===== src/rtl/branch_seq_defs.sv =====
// branch_seq_defs: shared state encodings and PC width for the branch sequencer
package branch_seq_defs;
  localparam int PC_W = 32;
  typedef enum logic [1:0] {
    IDLE      = 2'd0,
    RESOLVE   = 2'd1,
    WAIT_SLOT = 2'd2,
    REDIRECT  = 2'd3
  } state_t;
endpackage


===== src/rtl/branch_stat_cnt.sv =====
// branch_stat_cnt: taken / not-taken / stall event counters (BRANCH_STATS_EN builds only)
module branch_stat_cnt (
  input  logic        clk,
  input  logic        resetn,
  input  logic        inc_taken,
  input  logic        inc_not_taken,
  input  logic        inc_stall,
  output logic [31:0] stat_taken,
  output logic [31:0] stat_not_taken,
  output logic [31:0] stat_stall
);
  always_ff @(posedge clk or negedge resetn)
    if (!resetn) begin
      stat_taken     <= '0;
      stat_not_taken <= '0;
      stat_stall     <= '0;
    end else begin
      stat_taken     <= stat_taken + 32'(inc_taken);
      stat_not_taken <= stat_not_taken + 32'(inc_not_taken);
      stat_stall     <= stat_stall + 32'(inc_stall);
    end
endmodule


===== src/rtl/branch_seq.sv =====
// branch_seq: ID-stage branch resolve / delay-slot wait / IF redirect sequencer
// Optional counters via `define BRANCH_STATS_EN.
module branch_seq
  import branch_seq_defs::*;
(
  input  logic            clk,
  input  logic            resetn,
  input  logic            br_valid,
  input  logic            br_ops_ready,
  input  logic            br_take,
  input  logic            br_link,
  input  logic [PC_W-1:0] br_target,
  input  logic            slot_ok,
  input  logic            flush,
  input  logic            redirect_ready,
  output logic            id_stall,
  output logic            br_done,
  output logic            link_we,
  output logic            redirect_valid,
  output logic [PC_W-1:0] redirect_pc
`ifdef BRANCH_STATS_EN
  ,
  output logic [31:0]     stat_taken,
  output logic [31:0]     stat_not_taken,
  output logic [31:0]     stat_stall
`endif
);
  state_t          state;
  logic            take_q, link_q;
  logic [PC_W-1:0] pc_q;
  logic            resolving, eval, nt_done, rd_done;
  always_comb begin
    resolving      = (state == IDLE) || (state == RESOLVE);
    eval           = resolving && br_valid && br_ops_ready;
    // take_q is always set in REDIRECT; gating on it keeps the latched verdict meaningful
    redirect_valid = !flush && (state == REDIRECT) && take_q;
    rd_done        = redirect_valid && redirect_ready;
    nt_done        = !flush && eval && !br_take;
    br_done        = nt_done || rd_done;
    link_we        = (nt_done && br_link) || (rd_done && link_q);
    id_stall       = !flush && ((resolving && br_valid && (!br_ops_ready || br_take))
                               || (state == WAIT_SLOT)
                               || ((state == REDIRECT) && !redirect_ready));
    redirect_pc    = pc_q;
  end
  always_ff @(posedge clk or negedge resetn)
    if (!resetn) begin
      state  <= IDLE;
      take_q <= 1'b0;
      link_q <= 1'b0;
      pc_q   <= '0;
    end else begin
      if (eval && !flush) begin
        take_q <= br_take;
        link_q <= br_link;
        pc_q   <= br_target;
      end
      if (flush) state <= IDLE;
      else
        case (state)
          IDLE, RESOLVE: state <= eval ? (br_take ? (slot_ok ? REDIRECT : WAIT_SLOT) : IDLE)
                                       : (br_valid ? RESOLVE : IDLE);
          WAIT_SLOT:     state <= slot_ok ? REDIRECT : WAIT_SLOT;
          REDIRECT:      state <= redirect_ready ? IDLE : REDIRECT;
          default:       state <= IDLE;
        endcase
    end
`ifdef BRANCH_STATS_EN
  branch_stat_cnt u_stat (
    .clk           (clk),
    .resetn        (resetn),
    .inc_taken     (rd_done),
    .inc_not_taken (nt_done),
    .inc_stall     (id_stall),
    .stat_taken    (stat_taken),
    .stat_not_taken(stat_not_taken),
    .stat_stall    (stat_stall)
  );
`endif
endmodule


===== config.mk =====
export PLATFORM = sky130hd
export DESIGN_NAME = branch_seq
export DESIGN_NICKNAME = d
export VERILOG_FILES = /design/src/rtl/branch_seq_defs.sv /design/src/rtl/branch_stat_cnt.sv /design/src/rtl/branch_seq.sv
export SDC_FILE = /design/constraint.sdc
export NUM_CORES = 1
export LEC_CHECK = 0
export ABC_AREA = 1
export CORE_AREA = 8 8 70 72
export DETAILED_ROUTE_END_ITERATION = 8
export DIE_AREA = 0 0 78 80
export HOLD_SLACK_MARGIN = 0.12
export PLACE_DENSITY = 0.92
export SYNTH_ARGS = -nofsm -noshare
export SYNTH_HDL_FRONTEND = slang
export SYNTH_SLANG_ARGS = --single-unit

===== constraint.sdc =====
create_clock -name clk -period 2.2 [get_ports clk]
set_input_delay 0.22 -clock clk [delete_from_list [all_inputs] [get_ports clk]]
set_output_delay 0.22 -clock clk [all_outputs]
set_load 0.01 [all_outputs]

==> qor.txt <==
# Max-Cap Violations - 0
Die area - 0.006240 mm²
Initial core utilization - 0.3929
Nets - 298
Num CTS Buffers - 5
Cell variety after synth - 11
Yosys warnings - 0
Min-delay worst type - input port to flop
Largest cells by area after synthesis - dfrtp_1 (59%), nand2_1 (27%), buf_6 (4.5%)
First drt pass iteration count - 6
Yosys top cell area share - 0.5945
All-Layer GR Usage - 0.1366
Required @ worst endpoint - 1.98 ns
Measured slew at the worst slew-check pin - 0.7754 ns
Final min period - 1.998 ns
Fmax - 500.4 MHz
Placed cells - 299
Average size of a mapped cell - 8.609 µm²
Std cell rows - 23
RePlAce Congestion - 0.8382
Initial antenna violation count - 0
First-pass GRT wire length - 6810 µm
Post-CTS setup buffer count - 0
Pwr per Cell Area - 796.0 mW/mm²
CTS tree - built
Area growth, synth to finish - 58.79%
Final Slew Violations - 0
Core outline area - 0.003856 mm²
Leakage power - 1.177 nW
Die H - 80 µm
CTS Sinks - 36
Congestion Overflow GR - 0
Final Setup Violations - 0
Synth Cell Area - 0.001515 mm²
CP endpoint kind - primary output
Clock skew - 0.006497 ns
Share of cells above drive strength 1 - 0.06202
Cell taking the most area after synthesis - dfrtp_1
Final Cycle Share - 0.9084
H-tree depth - 2
Status - completed
Total power - 1.915 mW
CTS resizes - 0
CP Max Fanout - 6
M3 GR Usage - 0.04617
Buffers added on ports - 76
Met1 Usage GRT - 0.1495
Synth Register Bits - 36
Post-Syn Instances - 176
Post-DP HPWL - 3065 µm
Largest net degree at the start of global routing - 37
Busiest grt layer - met2
Worst setup path class - flop to primary output
Syn Nets - 217
Seq/Total Area, Yosys - 0.5945
Routed vias - 1405
Initial DRC Count - 51
Maximum VDD drop - 0.0004819 V
WL per Instance - 13.18 µm
Relative slew slack - 0.4831
Die width - 78 µm
Buffer type at the clock tree root - clkbuf_8
Max Root-Sink Buffers - 2
Count of non-filler cells in the finished layout - 308
Skew-Pair Late Insertion Delay - 0.28 ns
RSZ-0062 raised after global routing - false
Worst-path clk slew - 0.07 ns
Detailed-route DRC error count - 0
ANT cells - 0
Fin. Hold Viols - 0
I/O pins - 77
Fin Setup TNS - 0 ns
Worst setup SP type - flop
Wirelength, routed - 4060 µm
Crit path DAT - 1.78 ns
Grt met2 use - 0.2322
Vias in the first global route - 1471
Post-route ant nets - 0
Vias per Instance - 4.562
report_power, final:
| group | total (mW) | switching [mW] | leakage (nW) | internal (mW) |
|---|---|---|---|---|
| Clock | 0.554 | 0.218 | 0.0552 | 0.336 |
| Sequential | 0.841 | 0.0624 | 0.452 | 0.779 |
| Combinational | 0.520 | 0.216 | 0.670 | 0.305 |
worst max-delay path, cell delays in order (launching register included):
cell and delay (ns):
dfrtp_1 0.47, nand2_1 0.10, nor2_1 0.19, nand2_1 0.09, o21ai_0 0.08, clkdlybuf4s50_1 0.56
worst paths after layout:
| check | from | endpoint | slack (ns) | depth (start not counted) |
|---|---|---|---|---|
| max reg2reg | state[1] | redirect_pc[12] | 0.91 | 6 |
| min reg2reg | redirect_pc[14] | redirect_pc[14] | 0.48 | 2 |
| max in group asynchronous | resetn | take_q | 1.13 | 2 |
| max | state[1] | br_done | 0.20 | 5 |
| min | br_target[28] | redirect_pc[28] | 0.47 | 3 |
| min in group asynchronous | resetn | redirect_pc[27] | 0.57 | 2 |
cells in the mapped netlist:
cell	count
nand2_1	108
buf_6	6
dfrtp_1	36
o21ai_0	4
nor2_1	1
nand3_2	2
nor2_4	2
a21oi_1	3
inv_2	1
nand3_1	6
inv_1	7
cells in the final DEF, fill, tap and decap left out:
cell / instances
nand2_1: 108
clkdlybuf4s50_1: 75
dfrtp_1: 36
inv_1: 7
nand3_1: 6
clkbuf_8: 5
o21ai_0: 4
a21oi_1: 3
buf_4: 3
nor2_4: 2
nand3_2: 2
nor2_1: 1
inv_2: 1
bufinv_16: 1
clkinv_2: 1
clkbuf_1: 1
dlygate4sd3_1: 1
buf_2: 1
per-layer routing:
metal  routed length, µm  vias up
met5                   0        -
met4                 108        0
met3                 251       10
met2                2022       52
met1                1677      651
li1                    -      692
kinds of logic (layout without fill, tap and decap cells):
family          after synthesis  count (layout)  synth area share
buf+inv                      14              96           0.06441
compound gates                7               7           0.02312
flops                        36              36            0.5945
simple gates                119             119            0.3179
timing repair:
action                     CTS  global route
setup endpoints to repair    0             0
hold endpoints to repair    36             0
hold buffers                 1             0
through the flow:
step,hold slack (ns),worst slack (ns),area [µm²],utilization
after floorplan,-0.07559,0.9121,1515,-
after global placement,0.3417,0.3056,2288,0.5934
after detailed placement,0.3496,0.2600,2288,0.5934
after CTS,0.4586,0.1889,2406,0.6239
after global routing,0.4600,0.08966,2406,0.6239
final,0.4656,0.2016,2406,0.6239
layout make-up:
| cell class | instances | area, µm² |
|---|---|---|
| repair buffers | 80 | 788.3 |
| fillers | 332 | 1450 |
| inverters | 8 | 30.03 |
| multi-input cells | 126 | 516.7 |
| flip-flops and latches | 36 | 900.9 |
| clock inverters | 2 | 35.03 |
| clock buffers | 6 | 72.57 |
| well taps | 50 | 62.56 |
sequential cells by signal, indices dropped and copies added, names as in the netlist:
register	flops
link_q	1
redirect_pc	32
state	2
take_q	1
Note: power is estimated with default switching activity, not from simulation.
==> RTL change 1 (same flow settings) <==
Set the package constant `PC_W` to 36 (it was 32).
--- a/src/rtl/branch_seq_defs.sv
+++ b/src/rtl/branch_seq_defs.sv
@@ -2,3 +2,3 @@
 package branch_seq_defs;
-  localparam int PC_W = 32;
+  localparam int PC_W = 36;
   typedef enum logic [1:0] {
Interface: changed (resized br_target and redirect_pc); port bits go from 77 to 85. No check against the original RTL was run, so the function may have changed too.
==> RTL change 1 against the original RTL <==
- area after synthesis rose by 7.3%
- sequential cell count up 4
- critical path depth grew 2
- cell count increased by 7.5%
- total power is 12% higher
- wire length up 8.3%
- combinational power increased by 11%
- worst setup slack better by 0.0071 ns
- final area increased by 9.0%
- critical endpoint unchanged
==> RTL change 1: results <==
group,metric,value,unit
cts,cts_resized,0,
place,dpl.hpwl,3350,um
sta,hold_ws,0.465,ns
pwr,p_leak,1.29,nW
sta,worst_pin_slew,0.840,ns
grt,grt_pass1_vias,1542,
place,gp_congestion,0.885,
place,dp.cells,322,
route,wirelength_met1,1810,um
place,numPortBuffers,84,
logic_synthesis,synth_area_leaders,"dfrtp_1 (62%), nand2_1 (28%), nand3_1 (2.5%), inv_1 (1.6%), buf_2 (1.5%)",
setup_path,path_max_fanout,4,
final_layout,nonClkBufAreaFrac,32.8,%
setup_path,reg2reg_to,"redirect_pc[7]",
route,wl_met2,2160,um
final_layout,nNonClkBuffers,87,
route,wl_met3,331,um
route,wl,4400,um
hold_path,holdPathEnd,"redirect_pc[27]",
final_layout,ff_latch_area,1000,um2
setup_path,r2r_setup_slack,0.83,ns
place,place_area,2490,um2
logic_synthesis,ys_types,13,
logic_synthesis,yosysWarningCount,0,
logic_synthesis,yosysSeqAreaShare,61.6,%
grt,grtUsageTotal,14.0,%
sta,fin_worst_skew,0.00761,ns
route,drtPass1Iterations,4,
logic_synthesis,yosys-top-cells-count,"nand2_1 (120), dfrtp_1 (40), nand3_1 (8)",
pwr,ir_drop,0.000492,V
logic_synthesis,ys.flop_type,"dfrtp_1",
final_layout,multiInputGateArea,542,um2
final_layout,multiInputCombCellCount,138,
status,status,"complete, no violations",
grt,use_met2,24.1,%
grt,grt_pass1_wl,7110,um
final_layout,nFillCells,340,
final_layout,n_clock_buffer,7,
route,viasPerCell,4.51,
grt,grt.met3_usage,5.63,%
logic_synthesis,synth_nets,239,
grt,grt_max_degree,41,
final_layout,largest_register_ffs,36,
setup_path,crit_start,"flush",
final_layout,drive_gt1_share,4.98,%
hold_path,min-delay-start,"br_target[27]",
final_layout,design.seq.count,40,
final_layout,fin_nets,325,
logic_synthesis,synth-compound-area-share,2.16,%
route,drt_iter0_markers,47,
route,num_vias,1494,
logic_synthesis,syn_inst,194,
setup_path,ff2ff_path_depth,5,
grt,grt_use_met1,15.0,%
final_layout,clockNetworkAreaShare,4.82,%
## RTL change 1: cell count changes in the layout (fill, tap and decap cells not counted), moves of 2 or more
cell,change
nor2_2,+2
clkdlybuf4s50_1,+8
nand3_1,+2
nor2_4,-2
o21ai_0,-2
nand2_1,+12
nand3_2,-2
o21ai_1,+2
dfrtp_1,+4
clkbuf_8,+2
## RTL change 1: report_power, final
part / total, mW / internal (mW) / switching, mW
Combinational: 0.575 / 0.337 / 0.238
Clock: 0.624 / 0.400 / 0.225
Sequential: 0.937 / 0.865 / 0.0712
Total: 2.14 / 1.60 / 0.534
## RTL change 1: metrics by stage
step	setup WS [ns]	utilization (%)	total power, mW
finish	0.209	68.0	2.14
detailed placement	0.206	64.5	1.53
CTS	0.198	68.0	2.17
floorplan	0.907	-	1.14
global placement	0.303	64.5	1.51
global route	0.0650	68.0	2.25
## RTL change 1: what timing repair did
action,in CTS,in global routing
hold buffers,1,0
setup endpoints to repair,0,0
hold endpoints to repair,40,0
==> RTL change 2 (same settings) <==
Made on the original files. Register the input `br_target` before use, cleared by the reset. The logic sees it one clock later. The other inputs are not delayed to match.
--- a/src/rtl/branch_seq.sv
+++ b/src/rtl/branch_seq.sv
@@ -27,2 +27,13 @@
 );
+
+  logic [PC_W-1:0] br_target_q;
+
+  always_ff @(posedge clk or negedge resetn) begin
+    if (!resetn) begin
+      br_target_q <= '0;
+    end else begin
+      br_target_q <= br_target;
+    end
+  end
+
   state_t          state;
@@ -55,3 +66,3 @@
         link_q <= br_link;
-        pc_q   <= br_target;
+        pc_q   <= br_target_q;
       end
Function: changed (Yosys sat finds a counterexample within 4 cycles, from zero or initial values and one cycle with resetn low).
==> RTL change 2 against the original RTL <==
- die area is the same
- total power is 58% higher
- sequential cell count rose by 32
- non-clock buffer count rose by 1
- wire length is 38% higher
- area after synthesis increased by 53%
- final area is 38% higher
- worst setup slack got worse by 0.052 ns
- count of clock-buffer cells in the layout rose by 6
- critical endpoint unchanged
- highest routed layer unchanged
==> RTL change 2: results <==
group,metric,value,unit
status,status,"complete, no violations",
setup_path,r2r_setup_slack,0.81,ns
route,drt_iter0_markers,122,
logic_synthesis,yosys-top-cells-count,"nand2_1 (108), dfrtp_1 (68), inv_1 (7)",
grt,grt_pass1_wl,8830,um
place,dpl.hpwl,3850,um
hold_path,hold-path-cell-count,1,
setup_path,reg2reg_to,"redirect_pc[11]",
cts,numCtsBuffers,9,
place,place_ws,0.232,ns
final_layout,antenna_cells,0,
pwr,ir_drop,0.000637,V
route,wl,5600,um
pwr,p_leak,1.60,nW
place,place_area,3110,um2
route,num_vias,1716,
final_layout,nFillCells,202,
logic_synthesis,synth_nets,249,
cts,htree_levels,3,
logic_synthesis,avgSynthCellArea,11.1,um2
route,drtPass1Iterations,4,
grt,grt_max_degree,39,
route,viasPerCell,4.92,
sta,fin_worst_skew,0.00677,ns
final_layout,drive_gt1_share,8.03,%
sta,setup_ws,0.150,ns
logic_synthesis,synth_area_leaders,"dfrtp_1 (73%), nand2_1 (18%), buf_6 (2.9%), nand3_1 (1.3%), inv_1 (1.1%)",
cts,clockBufferDepth,2,
logic_synthesis,yosysSeqAreaShare,73.5,%
sta,slew_headroom,55.0,%
place,dp.cells,332,
place,gp_congestion,0.816,
logic_synthesis,yosysWarningCount,0,
grt,grtUsageTotal,18.6,%
cts,clkLatencyLatePin,0.33,ns
final_layout,fin_nets,335,
setup_path,arrival,1.83,ns
-- RTL change 2: cell types whose count changed after synthesis, sizes merged --
cell | before | now
dfrtp | 36 | 68
-- RTL change 2: cell type report --
class / instances / share of cell area, %
flip-flops and latches: 68 / 51.4
repair buffers: 81 / 24.4
multi-input cells: 126 / 15.6
clock buffers: 12 / 4.38
well taps: 50 / 1.89
clock inverters: 4 / 1.47
inverters: 8 / 0.906
-- RTL change 2: power breakdown --
| group | leakage (nW) | switching [mW] | internal (mW) |
|---|---|---|---|
| clock | 0.100 | 0.440 | 0.553 |
| sequential | 0.825 | 0.0762 | 1.40 |
| combinational | 0.679 | 0.245 | 0.308 |
-- RTL change 2: timing repair --
item	4_1_cts	5_1_grt
endpoints found under the hold margin	30	0
setup buffers	0	0
hold buffers	1	0
endpoints found under the setup margin	0	0
-- RTL change 2: worst max-delay path: cells and delay by family, from the launching register on --
kind	cells	cell delay, ns
DFF	1	0.48
buffers and inverters	1	0.56
AOI/OAI and AO/OA	1	0.08
and+or+nand+nor	3	0.38
-- RTL change 2: worst min-delay path by stage --
stage                       start               to  slack, ns
floorplan                  resetn   br_target_q[0]      -0.08
finish               br_target[2]   br_target_q[2]       0.32
detailed placement         resetn  br_target_q[10]       0.29
global route        br_target[11]  br_target_q[11]       0.31
CTS                 br_target[14]  br_target_q[14]       0.31
global placement           resetn  br_target_q[10]       0.29
-- RTL change 2: kinds of logic after synthesis --
logic type | count (synthesis) | share of synthesized area, %
AOI/OAI and AO/OA | 7 | 1.51
DFF | 68 | 73.5
buffers and inverters | 14 | 4.21
and+or+nand+nor | 119 | 20.8
-- RTL change 2: metal layers --
layer	global-route usage [%]	vias up	wire (um)
met5	0	-	0
met4	8.70	0	116
met3	7.77	11	378
met2	32.7	65	3060
met1	18.7	834	2050
li1	-	806	-
